## config.mk

```make
export PLATFORM = sky130hd
export DESIGN_NAME = reg_dump_reader
export DESIGN_NICKNAME = d
export VERILOG_FILES = /design/src/rtl/reg_dump_reader.sv
export SDC_FILE = /design/constraint.sdc
export NUM_CORES = 1
export LEC_CHECK = 0
export ABC_AREA = 1
export CORE_ASPECT_RATIO = 0.9
export CORE_UTILIZATION = 35
export DETAILED_ROUTE_END_ITERATION = 7
export PLACE_DENSITY = 0.67
export SYNTH_ARGS = -nofsm -noshare
export SYNTH_HDL_FRONTEND = slang
export SYNTH_SLANG_ARGS = --single-unit
```

## constraint.sdc

```tcl
create_clock -name clk -period 1.6 [get_ports clk]
set_input_delay 0.32 -clock clk [delete_from_list [all_inputs] [get_ports clk]]
set_output_delay 0.32 -clock clk [all_outputs]
set_load 0.01 [all_outputs]
```

## src/rtl/reg_dump_reader.sv

```systemverilog
// Walks a contiguous register-file address range and streams each value out
// as an (address, data) word over a valid/ready interface.
module reg_dump_reader #(
    parameter int unsigned WIDTH  = 8,
    parameter int unsigned ADDR_W = 3
) (
    input  logic              clk,
    input  logic              rst,
    input  logic              start,
    input  logic [ADDR_W-1:0] first_addr,
    input  logic [ADDR_W:0]   count,
    output logic              rd_en,
    output logic [ADDR_W-1:0] rd_addr,
    input  logic [WIDTH-1:0]  rd_data,
    output logic              out_valid,
    input  logic              out_ready,
    output logic [WIDTH-1:0]  out_data,
    output logic [ADDR_W-1:0] out_addr,
    output logic              busy,
    output logic              done
);

    localparam int unsigned CNT_W = ADDR_W + 1;

    typedef enum logic [2:0] {
        IDLE = 3'd0,
        REQ  = 3'd1,
        LOAD = 3'd2,
        SEND = 3'd3,
        DONE = 3'd4
    } state_t;

    state_t             state_q, state_d;
    logic [ADDR_W-1:0]  cur_addr_q, cur_addr_d;
    logic [CNT_W-1:0]   remaining_q, remaining_d;
    logic               rd_en_d, out_valid_d, busy_d, done_d;
    logic [ADDR_W-1:0]  rd_addr_d, out_addr_d;
    logic [WIDTH-1:0]   out_data_d;

    // State, counters and registered outputs.
    always_ff @(posedge clk) begin
        if (rst) begin
            state_q     <= IDLE;
            cur_addr_q  <= '0;
            remaining_q <= '0;
            rd_en       <= 1'b0;
            rd_addr     <= '0;
            out_valid   <= 1'b0;
            out_data    <= '0;
            out_addr    <= '0;
            busy        <= 1'b0;
            done        <= 1'b0;
        end else begin
            state_q     <= state_d;
            cur_addr_q  <= cur_addr_d;
            remaining_q <= remaining_d;
            rd_en       <= rd_en_d;
            rd_addr     <= rd_addr_d;
            out_valid   <= out_valid_d;
            out_data    <= out_data_d;
            out_addr    <= out_addr_d;
            busy        <= busy_d;
            done        <= done_d;
        end
    end

    // Next state; outputs are decoded from the state being entered so they
    // line up with that state once registered.
    always_comb begin
        state_d     = state_q;
        cur_addr_d  = cur_addr_q;
        remaining_d = remaining_q;
        rd_addr_d   = rd_addr;
        out_data_d  = out_data;
        out_addr_d  = out_addr;

        unique case (state_q)
            IDLE: begin
                if (start) begin
                    if (count != '0) begin
                        cur_addr_d  = first_addr;
                        remaining_d = count;
                        state_d     = REQ;
                    end else begin
                        state_d = DONE;
                    end
                end
            end
            REQ: state_d = LOAD;
            LOAD: begin
                out_data_d = rd_data;
                out_addr_d = cur_addr_q;
                state_d    = SEND;
            end
            SEND: begin
                if (out_ready) begin
                    remaining_d = CNT_W'(remaining_q - 1'b1);
                    cur_addr_d  = ADDR_W'(cur_addr_q + 1'b1);
                    state_d     = (remaining_q == CNT_W'(1)) ? DONE : REQ;
                end
            end
            DONE: state_d = IDLE;
            default: state_d = IDLE;
        endcase

        rd_en_d     = (state_d == REQ);
        out_valid_d = (state_d == SEND);
        busy_d      = (state_d == REQ) || (state_d == LOAD) || (state_d == SEND);
        done_d      = (state_d == DONE);
        if (state_d == REQ) begin
            rd_addr_d = cur_addr_d;
        end
    end

endmodule

```

* After elaboration in Yosys (flattened, before gate mapping)
Index checks and enable logic that the tools add are counted.
** Operators by class
- Reduce and logical (&&, ||, !) cells :: 6
- Add/sub/neg operators :: 2
- Multiplexer cells :: 13
- Eq/ne operators :: 11
** Operators by type and width (number)
- $mux 3 :: 7
- $eq 3x2->1 const B :: 4
- $mux 4 :: 3
- $pmux 3 s4 :: 1
- $pmux 4 s2 :: 1
- $eq 3x1->1 const B :: 2
- $ne 2x2->1 const B :: 3
- $pmux 3 s2 :: 1
- $eq 4x1->1 const B :: 1
- $reduce_and 4->1 :: 1
- $reduce_bool 4->1 :: 1
- $sub 4x1->4 const B :: 1
- $add 3x1->3 const B :: 1
- $eq 3x3->1 const B :: 1
- $logic_not 3->1 :: 1
- $logic_or 1x1->1 :: 2
- $reduce_bool 2->1 :: 1
** Word-level totals
- Output and inout bits :: 18
- Register bits after elaboration :: 28
- Word-level logic and storage cells :: 42
- Input bits :: 19

* Logic depth before layout (Yosys ltp)
- Depth in word-level cells :: 7
- Depth in mapped cells :: 11
- Gate-level depth less buffers :: 11

* Least setup slack after synthesis
OpenSTA, ideal clock, no wires.
- Kind :: register -> register
- Start point :: register remaining_q[0]
- End point :: register rd_addr[1]
- Data required time :: 1488 ps
- Path buffers :: 0
- Arrival :: 1073 ps
- Stages on the path, launching flop included :: 11
- Setup time :: 112 ps
- Slack :: 416 ps
- Period minus slack after synthesis :: 1184 ps
- Cells stage by stage :: dfxtp_1 ha_1 nand2_1 inv_1 nand2_1 o21bai_1 nand2_2 nand2_4 nand2_1 nand2_1 nor2_1
** On the way
- Longest elaborated chain between the ends :: 5
** RTL lines
- from (decl) :: line 35 : logic [CNT_W-1:0] remaining_q, remaining_d;
- from (signal assigned) :: line 56 : remaining_q <= remaining_d;
- $eq 4x1->1 :: line 99 : state_d = (remaining_q == CNT_W'(1)) ? DONE : REQ;
- $mux 3 :: line 99
- $mux 3 :: line 96 : if (out_ready) begin
- $pmux 3 s4 :: line 77 : unique case (state_q)
- $eq 3x1->1 :: line 110 : if (state_d == REQ) begin
- to (signal assigned) :: line 58 : rd_addr <= rd_addr_d;
- to (decl) :: line 13 : output logic [ADDR_W-1:0] rd_addr,
Every way passes these cells.
A chain may end at the register's enable or synchronous reset.

* Worst setup path in the final report
- Start point :: register rd_addr[2]
- End point :: output port rd_addr[2]
No word-level cell between the ends.

==> results.py <==
metrics = {
    "status": {
        "status": "finished clean",
    },
    "synth": {
        "ys_top_cells_by_count": "nand2_1, dfxtp_1, nor2_1",
        "syn_area_um2": 1300,
        "yosys.area.top_type": "dfxtp_1",
        "ys_seq_elements": 28,
        "synthesis.nets": 204,
        "synth_warnings": 0,
        "yosysTopAreaCellShare_pct": 43.1,
        "synth_cell_type_count": 25,
        "synth_edf_count": 0,
        "synth_area_per_cell_um2": 7.14,
        "synth_top_flop_cell": "dfxtp_1",
        "ys_seq_area_share_pct": 43.1,
        "synthArstFlopShare_pct": 0,
        "syn_inst": 182,
        "synth_most_common_cell": "nand2_1",
        "yosys-top-cells-area": "dfxtp_1, nand2_1, a21oi_1",
    },
    "worst_setup_path": {
        "regToRegStartpoint": "state_q[1]",
        "cpPeakStageDelay_ns": 0.54,
        "critPathKind": "flip-flop to primary output",
        "timing.critical_path.from": "rd_addr[2]",
        "cp.depth": 1,
        "rr_worst_depth": 7,
        "cp-endpoint": "rd_addr[2]",
        "critical_path_peak_fanout": 2,
        "reg2reg_slack_ns": 0.23,
        "crit_chain": "clkdlybuf4s50_1",
        "required_ns": 1.28,
        "cp_top_family": "buffers and inverters",
        "cp_slowest_cell": "clkdlybuf4s50_1",
        "startpoint_type": "flip-flop",
        "critical_path_arrival_ns": 1.15,
        "end_kind": "primary output",
        "path_buf_inv": 1,
        "rr_endpoint": "remaining_q[1]",
    },
    "floorplanning": {
        "chipHeight_um": 59.8,
        "initial_core_util_pct": 37.6,
        "dieArea_um2": 3960,
        "core-area_um2": 3450,
        "io_pins": 37,
        "rows": 20,
        "die_x_um": 66.2,
    },
    "route": {
        "ant_nets": 0,
        "finalWirelength_um": 2810,
        "drtIter0Drc": 43,
        "via_count": 1219,
        "post_drt_wl_per_cell_um": 10.5,
        "drtPass1Iterations": 6,
        "route.detailed.drc": 0,
        "via_per_inst": 4.55,
    },
    "timing": {
        "final.period_utilization_pct": 92.1,
        "max-slew-margin-rel_pct": 77.9,
        "setup_viol": 0,
        "holdWs_ns": 0.467,
        "fmax_ghz": 0.679,
        "rsz0062_at_grt": "no",
        "fin_setup_tns_ns": 0,
        "slew_violations": 0,
        "finalClockSkew_ns": 0.00165,
        "fin_crit_ns": 1.47,
        "tightest_slew_ns": 0.331,
        "final-hold-violation-count": 0,
    },
    "clocking": {
        "post_cts_buffers": 0,
        "cts_tree": "built",
        "cts_made_buffers": 3,
        "cts_num_sinks": 28,
        "cts-htree-levels": 1,
        "cts_buffer_depth": 2,
        "cts.clk_slew.worst_paths_ns": 0.09,
        "worstSkewPairLatency_ns": 0.27,
        "postCtsHoldBufs": 0,
        "cts_root_buffer": "clkbuf_8",
        "postCtsResizedCells": 0,
    },
    "placed_design": {
        "post-dp-hpwl_um": 2110,
        "io_buffers": 36,
        "gp_congestion": 0.820,
    },
    "layout": {
        "insertedDiodeCount": 0,
        "layout.nets": 247,
        "area_growth_pct": 37.9,
        "fillCellCount": 356,
        "drive_gt1_share_pct": 11.2,
    },
    "grt": {
        "overflow": 0,
        "grt_usage_pct": 15.3,
        "grt_max_degree": 16,
        "antenna_found_initial": 0,
        "grt_pass1_wl_um": 4660,
        "grt_pass1_vias": 1053,
    },
    "power_and_ir_drop": {
        "ir_drop_mv": 0.819,
        "power.density_nw_per_um2": 1010,
        "p_leak_nw": 0.777,
    },
    "hold_path": {
        "min_path_type": "flip-flop to flip-flop",
        "whs_path_depth": 2,
    },
    "run": {
        "drv_cap": 0,
    },
}
==> kinds of logic (layout without fill, tap and decap cells) <==
family	after synthesis	in the layout	share of synthesized area, %
AOI/OAI and AO/OA	31	31	12.2
xor gates and xnor gates	2	2	1.35
adders and majority gates	3	3	2.89
buffers and inverters	25	67	8.08
DFF	28	28	43.1
and+or+nand+nor	93	93	32.3
==> per-layer routing <==
layer | vias to the layer above | routed length, µm | part of all wire [%] | global-route usage (%)
li1 | 659 | - | - | -
met1 | 530 | 1410 | 50 | 22.1
met2 | 28 | 1250 | 44 | 23.3
met3 | 2 | 140 | 5.0 | 4.20
met4 | 0 | 20 | 0.71 | 1.82
met5 | - | 0 | 0 | 0
==> layout by cell type, fill, tap and decap left out, drive strengths merged <==
master	instances
nand2	55
clkdlybuf4s50	36
dfxtp	28
nor2	22
inv	20
a21oi	17
o21ai	12
nand3	11
buf	7
clkbuf	4
ha	3
nor3	2
nand3b	2
o21bai	1
nand4	1
xor2	1
a31oi	1
xnor2	1
==> per-stage QoR <==
stage | setup WS (ns) | cell area [µm²] | std cells | utilization, % | total power, mW
2_1_floorplan | 0.416 | 1300 | 182 | - | 1.16
3_3_place_gp | -0.0444 | 1740 | 264 | 50.3 | 1.39
3_5_place_dp | -0.0765 | 1740 | 264 | 50.3 | 1.39
4_1_cts | 0.117 | 1790 | 268 | 51.9 | 1.83
5_1_grt | 0.0536 | 1790 | 268 | 51.9 | 1.94
6_report | 0.126 | 1790 | 268 | 51.9 | 1.81
==> power by group <==
| part | switching, mW | internal, mW | total [mW] | leakage [nW] |
|---|---|---|---|---|
| registers | 0.0520 | 0.781 | 0.833 | 0.230 |
| logic | 0.277 | 0.263 | 0.540 | 0.519 |
| clock network | 0.217 | 0.220 | 0.437 | 0.0288 |
==> flip-flops by register name, summed over array words and instances, names as in the netlist <==
register and cells:
done 1, cur_addr_q 3, out_data 8, rd_addr 3, busy 1, out_addr 3
state_q 3, remaining_q 4, out_valid 1, rd_en 1
==> worst min-delay path by stage <==
stage	startpoint	end	slack [ns]
after floorplan	cur_addr_q[1]	out_addr[1]	0.46
after global placement	out_data[5]	out_data[5]	0.45
after detailed placement	out_data[5]	out_data[5]	0.46
after CTS	out_data[5]	out_data[5]	0.47
after global routing	out_data[5]	out_data[5]	0.49
final	out_data[7]	out_data[7]	0.47
==> tightest hold or removal path: stages, from the launching register on <==
cell	delay [ns]
dfxtp_1	0.32
nand2_1	0.06
a21oi_1	0.05
==> layout make-up <==
type / instances / area (µm²) / share of cell area, %
inverters: 20 / 75.1 / 4.19
well taps: 44 / 55.1 / 3.07
flip-flops and latches: 28 / 561 / 31.3
repair buffers: 43 / 413 / 23.0
multi-input cells: 129 / 634 / 35.4
clock buffers: 4 / 55.1 / 3.07
(Power assumes the default switching activity.)
